### config.mk
export PLATFORM = sky130hd
export DESIGN_NAME = if_id_stage
export DESIGN_NICKNAME = d
export VERILOG_FILES = /design/src/rtl/pipe_pkg.sv /design/src/rtl/npc_gen.sv /design/src/rtl/if_id_stage.sv
export SDC_FILE = /design/constraint.sdc
export NUM_CORES = 1
export LEC_CHECK = 0
export CORE_ASPECT_RATIO = 1.2
export CORE_MARGIN = 1
export CORE_UTILIZATION = 40
export CTS_CLUSTER_DIAMETER = 150
export DETAILED_ROUTE_END_ITERATION = 8
export HOLD_SLACK_MARGIN = 0.1
export PLACE_DENSITY = 0.71
export RECOVER_POWER = 50
export SYNTH_ARGS = -nofsm -noshare
export SYNTH_HDL_FRONTEND = slang
export SYNTH_SLANG_ARGS = --single-unit
### constraint.sdc
create_clock -name clk -period 2.69 [get_ports clk]
set_input_delay 0.4035 -clock clk [delete_from_list [all_inputs] [get_ports clk]]
set_output_delay 0.4035 -clock clk [all_outputs]
set_load 0.01 [all_outputs]
### src/rtl/pipe_pkg.sv
// Shared pipeline constants: next-PC op encodings and front-end reset/flush defaults.
package pipe_pkg;

   localparam logic [1:0] NPC_SEQ  = 2'b00;
   localparam logic [1:0] NPC_BR   = 2'b01;
   localparam logic [1:0] NPC_JAL  = 2'b10;
   localparam logic [1:0] NPC_JALR = 2'b11;

   // An all-zero word decodes as a no-op with every write enable low.
   localparam logic [31:0] FLUSH_INST_DEF = 32'h0000_0000;
   localparam logic [31:0] RESET_PC_DEF   = 32'h0000_0000;

endpackage

### src/rtl/npc_gen.sv
// Combinational redirect decision and target computation from the EX-stage control-flow fields.
module npc_gen
   import pipe_pkg::*;
(
   input  logic [1:0]  ex_npc_op,
   input  logic        br_taken,
   input  logic [31:0] pc_ex,
   input  logic [31:0] ex_imm,
   input  logic [31:0] ex_rs1,
   output logic        is_branch,
   output logic [31:0] target
);

   logic [31:0] pc_rel;
   logic [31:0] reg_rel;

   // Both adds wrap at 2^32; a misaligned target is forwarded as-is.
   assign pc_rel  = pc_ex + ex_imm;
   assign reg_rel = (ex_rs1 + ex_imm) & 32'hFFFF_FFFE;

   always_comb begin
      is_branch = 1'b0;
      target    = pc_rel;
      case (ex_npc_op)
         NPC_SEQ:  is_branch = 1'b0;
         NPC_BR:   is_branch = br_taken;
         NPC_JAL:  is_branch = 1'b1;
         NPC_JALR: begin
            is_branch = 1'b1;
            target    = reg_rel;
         end
         default:  is_branch = 1'b0;
      endcase
   end

endmodule

### src/rtl/if_id_stage.sv
// Pipeline front end: PC register, next-PC selection and IF/ID register with stall and flush.
// Optional IF_PERF_CNT_EN adds stall and flush event counters.
module if_id_stage
   import pipe_pkg::*;
#(
   parameter logic [31:0] RESET_PC   = RESET_PC_DEF,
   parameter logic [31:0] FLUSH_INST = FLUSH_INST_DEF
) (
   input  logic        clk,
   input  logic        rst_n,
   input  logic        load_stop,
   output logic [31:0] irom_addr,
   input  logic [31:0] irom_data,
   input  logic [1:0]  ex_npc_op,
   input  logic [31:0] pc_ex,
   input  logic [31:0] ex_imm,
   input  logic [31:0] ex_rs1,
   input  logic        br_taken,
   output logic        is_branch,
   output logic [31:0] pc_if,
   output logic [31:0] inst_id,
   output logic [31:0] pc_id,
   output logic [31:0] pc4_id,
   output logic        valid_id
`ifdef IF_PERF_CNT_EN
   ,
   output logic [31:0] cnt_stall,
   output logic [31:0] cnt_flush
`endif
);

   logic [31:0] target;
   logic [31:0] pc_q, pc_d;
   logic [31:0] inst_q, inst_d;
   logic [31:0] pc_id_q, pc_id_d;
   logic [31:0] pc4_id_q, pc4_id_d;
   logic        valid_q, valid_d;

   npc_gen u_npc_gen (
      .ex_npc_op (ex_npc_op),
      .br_taken  (br_taken),
      .pc_ex     (pc_ex),
      .ex_imm    (ex_imm),
      .ex_rs1    (ex_rs1),
      .is_branch (is_branch),
      .target    (target)
   );

   // A redirect overrides a stall: any held wrong-path instruction is dropped.
   always_comb begin
      pc_d     = pc_q;
      inst_d   = inst_q;
      pc_id_d  = pc_id_q;
      pc4_id_d = pc4_id_q;
      valid_d  = valid_q;
      if (is_branch) begin
         pc_d     = target;
         inst_d   = FLUSH_INST;
         pc_id_d  = 32'h0;
         pc4_id_d = 32'h0;
         valid_d  = 1'b0;
      end else if (!load_stop) begin
         pc_d     = pc_q + 32'd4;
         inst_d   = irom_data;
         pc_id_d  = pc_q;
         pc4_id_d = pc_q + 32'd4;
         valid_d  = 1'b1;
      end
   end

   always_ff @(posedge clk or negedge rst_n) begin
      if (!rst_n) begin
         pc_q     <= RESET_PC;
         inst_q   <= FLUSH_INST;
         pc_id_q  <= 32'h0;
         pc4_id_q <= 32'h0;
         valid_q  <= 1'b0;
      end else begin
         pc_q     <= pc_d;
         inst_q   <= inst_d;
         pc_id_q  <= pc_id_d;
         pc4_id_q <= pc4_id_d;
         valid_q  <= valid_d;
      end
   end

   assign irom_addr = pc_q;
   assign pc_if     = pc_q;
   assign inst_id   = inst_q;
   assign pc_id     = pc_id_q;
   assign pc4_id    = pc4_id_q;
   assign valid_id  = valid_q;

`ifdef IF_PERF_CNT_EN
   logic [31:0] cnt_stall_q, cnt_stall_d;
   logic [31:0] cnt_flush_q, cnt_flush_d;

   always_comb begin
      cnt_stall_d = cnt_stall_q;
      cnt_flush_d = cnt_flush_q;
      if (is_branch) cnt_flush_d = cnt_flush_q + 32'd1;
      else if (load_stop) cnt_stall_d = cnt_stall_q + 32'd1;
   end

   always_ff @(posedge clk or negedge rst_n) begin
      if (!rst_n) begin
         cnt_stall_q <= 32'h0;
         cnt_flush_q <= 32'h0;
      end else begin
         cnt_stall_q <= cnt_stall_d;
         cnt_flush_q <= cnt_flush_d;
      end
   end

   assign cnt_stall = cnt_stall_q;
   assign cnt_flush = cnt_flush_q;
`endif

endmodule

* Word-level counts from Yosys, hierarchy flattened
Index checks and enable logic that the tools add are counted.
** Cells by class
- Reduce and logical (&&, ||, !) cells :: 2
- Mux-type cells :: 11
- Equality and inequality tests :: 4
- Add/sub/neg operators :: 3
** Operator list (number)
- 32-bit 2-to-1 mux :: 8
- 32-bit adder :: 2
- 32-bit by 3-bit adder with 32-bit output, second input constant :: 1
- 2-bit equality test, second input constant :: 2
- 1-bit one-hot mux with 3 select lines :: 1
- 2-bit by 1-bit equality test with 1-bit output, second input constant :: 1
- 2-bit logical NOT :: 1
- 1-bit 2-to-1 mux :: 2
- 2-bit by 1-bit != test with 1-bit output, second input constant :: 1
- 2-bit OR reduction :: 1
** Storage, ports and cells
- Output and inout port bits :: 162
- Input bits :: 134
- Register bits after elaboration :: 129

* Logic depth before layout (Yosys ltp)
Gate-level depths: netlist (run 1).
- Depth in word-level cells :: 4
- Mapped depth :: 14
- Mapped depth without buffers :: 14

* Cells and area by module
From an unflattened synthesis (run 1), not the netlist that was laid out.
** Second synthesis, totals
- Cells, all modules :: 1125
- Area total of the unflattened synthesis :: 9750.6 sq um
** By module, submodules not included
- if_id_stage :: area each 6432.4 sq um, seq. area each 3178.0 sq um, cells each 656, instances 1
- npc_gen :: area each 3318.2 sq um, seq. area each 0.0 sq um, cells each 469, instances 1

* Least setup slack after synthesis (run 1)
No wires, ideal clock.
- Kind :: input to register
- Start point :: input pc_ex[0]
- End point :: register pc_q[30], in the netlist irom_addr[30]
- Stages :: 14
- Buffers on the path :: 0
- Setup slack :: -0.052 ns
- Data arrival time :: 2.613 ns
- Cell sequence :: ha_1 -> inv_1 -> fa_1 -> nor2b_1 -> o21ai_1 -> a21boi_1 -> o21ai_1 -> a21oi_2 -> a21oi_2 -> o21ai_2 -> o41ai_2 -> o41ai_2 -> xnor2_1 -> o21ai_1
** Between the ends
- Cells in the longest elaborated chain, start to end :: 3
** RTL lines
- from (decl) :: line if_id_stage.sv:15 : input logic [31:0] pc_ex,
- 32-bit adder :: line npc_gen.sv:18 : assign pc_rel = pc_ex + ex_imm;
- 32-bit 2-to-1 mux :: line npc_gen.sv:24 : case (ex_npc_op)
- 32-bit 2-to-1 mux :: line if_id_stage.sv:56 : if (is_branch) begin
- to (signal assigned) :: line if_id_stage.sv:79 : pc_q <= pc_d;
- to (decl) :: line if_id_stage.sv:33 : logic [31:0] pc_q, pc_d;
No other way between the ends.
A chain may end at the register's enable or synchronous reset.

* Worst setup path after layout (run 1)
- Start point :: input pc_ex[7]
- End point :: register pc_q[31], in the netlist irom_addr[31]
The elaborated chain is that of the path after synthesis.

==> run metrics, run 1 <==
most frequent cells after synthesis=nor2_1 (161), dfrtp_1 (127), a21oi_1 (107); post-route insts no fill=1834; CP Launch Point=pc_ex[7]; failing checks=max-capacitance violations, max-slew violations; Placer Congestion=0.887; R2R depth=12; IR drop worst, VDD=0.418 mV; Yosys warning count=0; pwr dens=529 nW/um^2; Cell Area, Synth=9330 um^2; H-tree Lvls=4; Post-synth EDFFs=0; Post-Synthesis Cells=1076; layout cell share with drive strength beyond 1=22.5%; Final Skew=0.00725 ns; Worst-Margin Slew=1.56 ns; Crit-path slowest cell=clkdlybuf4s50_1; CP endpoint=irom_addr[31]$_DFFE_PN0N_; Overall Global Routing Usage=24.3%; vias per cell=5.14; DR iter-0 viols=455; CP peak stage delay=0.50 ns; Inserted Clock Buffers=17; number of cells on the critical path=13; Yosys top cell area share=34.1%; Crit. End Element=flip-flop; run status=complete, but fails checks; global-route wire length before repair=46400 um; Reg-to-Reg Start=irom_addr[2]$_DFFE_PN0N_; Worst Setup Start Kind=input port; via count=9429; most common cell in the netlist=nor2_1; worst path cell trace=clkdlybuf4s50_1, ha_2, a21oi_2, o21ai_1, and2_4, a211oi_4, a31o_1, o31ai_2, xor2_1, nor2_1, a21oi_1, xor2_1, a22o_1; most used cell, CP=xor2_1; clock root buffer master=clkbuf_16; Unique masters post-synth=66; CP max FO=2; die area=23900 um^2; Initial Util=41.1%; first-pass iteration count of the detailed router=5; IO Pins=296; period utilization=99.9%; setup violators final=0; final net count=1710; port buffer count=295; Critical R2R Capture=irom_addr[30]$_DFFE_PN0N_; placed instance count=1788; CP top delay family=compound AO/OA/AOI/OAI gates; Reg clk slew, reported paths=0.06 ns; flop2flop setup slack=0.21 ns; clk_lat worst skew=0.41 ns; min Tclk post-route=2.69 ns; largest net degree at the start of global routing=141; initial antenna violation count=0; worst setup path category=in2reg; hold_ws=0.441 ns; Finished Cell Area=14900 um^2; Top FF cell, synth=dfrtp_1; Ant. Diodes=0; max-cap violation count=1; leakage power=6.82 nW; TritonCTS clock tree=built; core area=22700 um^2; Hold Violations, Final=0; Slew HR=-3.86%; hold crit path type=in2reg; placed cell area=13700 um^2; CTS sink cnt=127; Longest Clk Path Bufs=2; Die W=141 um; chip height=169 um; leading area contributor after synthesis=dfrtp_1; Synth area leaders=dfrtp_1 (34%), ha_1 (8.3%), mux2i_1 (6.9%); antenna viol nets, final=0; mean post-synth cell area=8.67 um^2; area delta synth->final=60.3%; Worst Path Required=2.98 ns; Seq/Total Area, Yosys=34.1%; Worst EP arrival=2.98 ns; Worst Path Buf+Inv=1; Final Max Slew Viols=63; Rows=60; Mapped Nets=1274; grt ovf=0; total wire length=30100 um; TNS Setup=0 ns; number of global-route vias before repair=9226; Remaining DRCs=0; DR WL/cell=16.4 um; register bit total from synthesis=127; Post-synth ARST share=100%; Peak Freq=0.372 GHz; fin util=65.9%; hpwl dp=22400 um
==> worst register-to-register path, stage by stage (launching register included) <==
cell	delay, ns
dfrtp_2	0.40
ha_2	0.21
nand3_1	0.14
nor2_2	0.20
nand3_1	0.21
nor2_4	0.20
nand3_1	0.14
nor2_2	0.20
nand4_1	0.15
nor2_1	0.17
xor2_1	0.10
a32oi_1	0.15
o21ai_1	0.08
==> state kept, by name, indices dropped and copies added (netlist names) <==
name / count
inst_id: 32
irom_addr: 32
pc_id: 32
pc4_id: 30
valid_id: 1
==> metal layers <==
layer | share of wire (%) | track usage, %
met3 | 3.9 | 3.19
met5 | 0 | 0
met1 | 42 | 30.0
met4 | 2.1 | 7.11
met2 | 52 | 44.0
==> how the worst min path moves through the flow <==
stage | start | to | cells after the start
after floorplan | rst_n | inst_id[0]$_DFFE_PN0N_ | 0
after global placement | rst_n | pc_id[2]$_DFFE_PN0N_ | 1
final | load_stop | pc4_id[4]$_DFFE_PN0N_ | 4
after global routing | load_stop | pc4_id[15]$_DFFE_PN0N_ | 4
after detailed placement | rst_n | pc4_id[2]$_DFFE_PN0N_ | 1
after CTS | load_stop | pc4_id[4]$_DFFE_PN0N_ | 4
==> layout make-up <==
cell class | count | area (um^2)
timing repair buffer | 496 | 4490
tap | 310 | 388
inverter | 21 | 80.1
clock inverter | 13 | 165
fill | 1866 | 7720
clock buffer | 18 | 429
sequential | 127 | 3180
multi-input combinational | 849 | 6220
==> cells by family (layout without fill, tap and decap cells) <==
kind of cell / count (synthesis) / count (layout) / share of synthesized area (%)
adders and majority gates: 64 / 64 / 8.75
AOI/OAI and AO/OA: 276 / 276 / 18.9
muxes: 64 / 64 / 6.87
and+or+nand+nor: 347 / 347 / 16.8
xor gates and xnor gates: 98 / 98 / 9.20
buffers and inverters: 100 / 548 / 5.46
DFF: 127 / 127 / 34.1
==> power by group <==
group          internal (mW)  total, mW  switching, mW
clock                   1.46       2.30          0.846
combinational           1.74       3.27           1.53
sequential              2.12       2.34          0.216
==> repair_timing <==
action                                 4_1_cts  5_1_grt
setup buffers                                3       11
endpoints found under the hold margin       59        0
hold buffers                                 1        0
pin swaps                                   42       64
cloned                                       0        0
setup endpoints to repair                   17       18
gates resized for setup                     59       99
==> metrics by stage <==
stage	power, mW	worst slack (ns)
finish	7.91	0.00322
CTS	7.85	0.00183
global placement	5.42	-0.721
global route	8.34	-0.0959
detailed placement	5.47	-0.759
floorplan	3.93	0.0298
==> cell usage in the layout (no fill, tap or decap), types with 4 or more instances in the layout <==
cell	count
xor2_1	36
a21oi_2	12
clkinvlp_4	4
a22oi_1	4
o21ai_2	8
nand2_1	71
nor2b_1	9
a31oi_1	5
o22ai_1	5
inv_1	18
nand4_1	9
nand3_1	23
and3_1	10
o21ai_0	29
dlygate4sd3_1	6
o21a_1	8
ha_4	28
nand2_2	4
dfrtp_1	126
clkbuf_2	10
dlymetal6s2s_1	25
dlygate4sd2_1	11
o21bai_1	7
ha_1	31
a21o_1	27
and2_1	12
xnor2_1	61
nor3_1	13
clkbuf_16	17
nor2_1	157
clkdlybuf4s50_1	243
or3_1	9
o211ai_1	6
mux2i_1	64
nand2b_1	7
o21ai_1	15
a21oi_1	97
a211oi_1	13
buf_4	195
Note: power is estimated with default switching activity, not from simulation.
==> run 2: changes to the inputs <==
CORE_MARGIN = unset   (was 1)
PLACE_DENSITY = unset   (was 0.71)
PLACE_DENSITY_LB_ADDON = 0.25   (was unset)
==> run metrics, run 2 (synthesis results as in run 1) <==
layout cell share with drive strength beyond 1=22.3% (-0.20 points); worst path cell trace=clkdlybuf4s50_1, ha_4, and3_4, and3_4, a21boi_4, o21ai_4, o21ai_2, buf_4, o21bai_1, a21boi_2, o21ai_2, buf_4, buf_4, nand3_1, nand3_1; Post-Place Worst Slack=-0.796 ns (-0.0367 ns); Crit. End Element=flip-flop; Peak Freq=0.375 GHz (+0.72%); Worst Slack Setup Final=0.0225 ns (+0.0193 ns); Rows=60 (unchanged); min Tclk post-route=2.67 ns (-0.0193 ns); Final Skew=0.00988 ns (+0.00263 ns); hold_ws=0.377 ns (-0.0639 ns); grt ovf=0 (unchanged); IR drop worst, VDD=0.407 mV (-2.6%); Overall Global Routing Usage=23.4% (-0.95 points); port buffer count=295 (unchanged); CP peak stage delay=0.45 ns (-0.05 ns); DR iter-0 viols=516 (+13%); leakage power=7.09 nW (+3.9%); Placer Congestion=0.892 (+0.60%); period utilization=99.2% (-0.72 points); Power, Total=8.03 mW (+1.5%); placed cell area=13700 um^2 (about the same); Ant. Diodes=0 (unchanged); antenna viol nets, final=0 (unchanged); max-cap violation count=1 (unchanged); die area=23900 um^2 (unchanged); vias per cell=5.09 (-0.99%); Worst Setup Start Kind=input port; most used cell, CP=buf_4; area delta synth->final=60.9%; largest net degree at the start of global routing=82 (-42%); run status=complete, but fails checks; DR WL/cell=16.0 um (-2.2%); initial antenna violation count=0 (unchanged); Finished Cell Area=15000 um^2 (+0.39%); global-route wire length before repair=44900 um (-3.4%); hpwl dp=22200 um (-0.90%); Slew HR=-20.1% (-16 points); total wire length=29400 um (-2.2%); final net count=1709 (-0.058%); Initial Util=41.1% (unchanged); chip height=169 um (unchanged); pwr dens=535 nW/um^2 (+1.1%); CP top delay family=compound AO/OA/AOI/OAI gates; clk_lat worst skew=0.41 ns (about the same); IO Pins=296 (unchanged); CTS sink cnt=127 (unchanged); Remaining DRCs=0 (unchanged); Worst Path Required=2.98 ns (about the same); clock root buffer master=clkbuf_16; Longest Clk Path Bufs=2 (unchanged); Worst Path Buf+Inv=4 (+3); worst setup path category=in2reg; most frequent cells in the layout=buf_4 (193), clkdlybuf4s50_1 (185), nor2_1 (159); H-tree Lvls=4 (unchanged); number of global-route vias before repair=8907 (-3.5%); CP max FO=4 (+2); setup violators final=0 (unchanged); via count=9336 (-0.99%); post-route insts no fill=1834 (unchanged); TritonCTS clock tree=built; Hold Violations, Final=0 (unchanged); placed instance count=1786 (-0.11%); Worst EP arrival=2.96 ns (-0.02 ns); Final Max Slew Viols=72 (+14%); hold crit path type=in2reg; core area=22700 um^2 (unchanged); most common cell after layout, fill and taps aside=buf_4; Worst-Margin Slew=1.80 ns (+0.244 ns); Inserted Clock Buffers=17 (unchanged); Die W=141 um (unchanged); Crit-path slowest cell=clkdlybuf4s50_1; Reg clk slew, reported paths=0.06 ns (about the same); failing checks=max-capacitance violations, max-slew violations; first-pass iteration count of the detailed router=5 (unchanged)
[run 2: cell count changes in the layout (fill, tap and decap cells not counted), moves of 7 or more]
cell / previous run / this run
clkdlybuf4s50_1: 243 / 185
dlygate4sd2_1: 11 / 2
dlygate4sd3_1: 6 / 66
dlymetal6s2s_1: 25 / 32
[run 2: cell type report]
type                    count  area, um^2
clock buffers              19         453
clock inverters            13         186
fillers                  1860        7660
inverters                  21        81.3
multi-input cells         849        6180
flip-flops and latches    127        3180
well taps                 310         388
repair buffers            495        4540
[run 2: what timing repair did]
| item | 4_1_cts | 5_1_grt |
|---|---|---|
| resized for setup | 45 | 108 |
| hold buffers | 1 | 0 |
| buffers inserted | 5 | 10 |
| endpoints found under the setup margin | 17 | 20 |
| hold endpoints to repair | 71 | 0 |
| cloned | 0 | 0 |
| pin swaps | 35 | 67 |
[run 2: metrics by stage]
stage | setup TNS, ns | util (%)
floorplan | 0 | -
global placement | -11.27 | 60.3
detailed placement | -12.49 | 60.3
CTS | -0.0374 | 63.9
global route | -0.0871 | 66.2
finish | 0 | 66.2
[run 2: report_power, final]
| group | switching, mW | leakage [nW] | internal, mW |
|---|---|---|---|
| combinational | 1.51 | 5.12 | 1.72 |
| sequential | 0.217 | 1.65 | 2.12 |
| clock | 0.856 | 0.313 | 1.60 |
| total | 2.58 | 7.09 | 5.44 |
[run 2: worst reg2reg max path, delay by kind of cell, from the launching register on]
family          cells  cell delay [ns]
compound gates      2             0.31
xor+xnor            1             0.14
flops               1             0.43
simple gates        8             1.53
[run 2: metal layers]
metal  GRT usage, %  vias to the layer above  share of wire, %
met3           2.91                       38               4.0
met2           40.5                      251                50
met4           6.40                        0               1.7
met1           30.5                     4412                44
li1               -                     4635                 -
met5              0                        -                 0
[run 2: path summary, 6_finish.rpt]
path,cells past startpoint,endpoint,from,slack (ns)
max in group asynchronous,2,irom_addr[3]$_DFFE_PN0N_,rst_n,0.49
setup / recovery,15,irom_addr[29]$_DFFE_PN0N_,ex_rs1[7],0.02
setup reg to reg,11,irom_addr[31]$_DFFE_PN0N_,irom_addr[2]$_DFFE_PN0N_,0.17
hold reg to reg,1,valid_id$_DFFE_PN0N_,valid_id$_DFFE_PN0N_,0.49
hold / removal,3,pc4_id[11]$_DFFE_PN0N_,load_stop,0.38
min in group asynchronous,2,pc_id[4]$_DFFE_PN0N_,rst_n,1.01
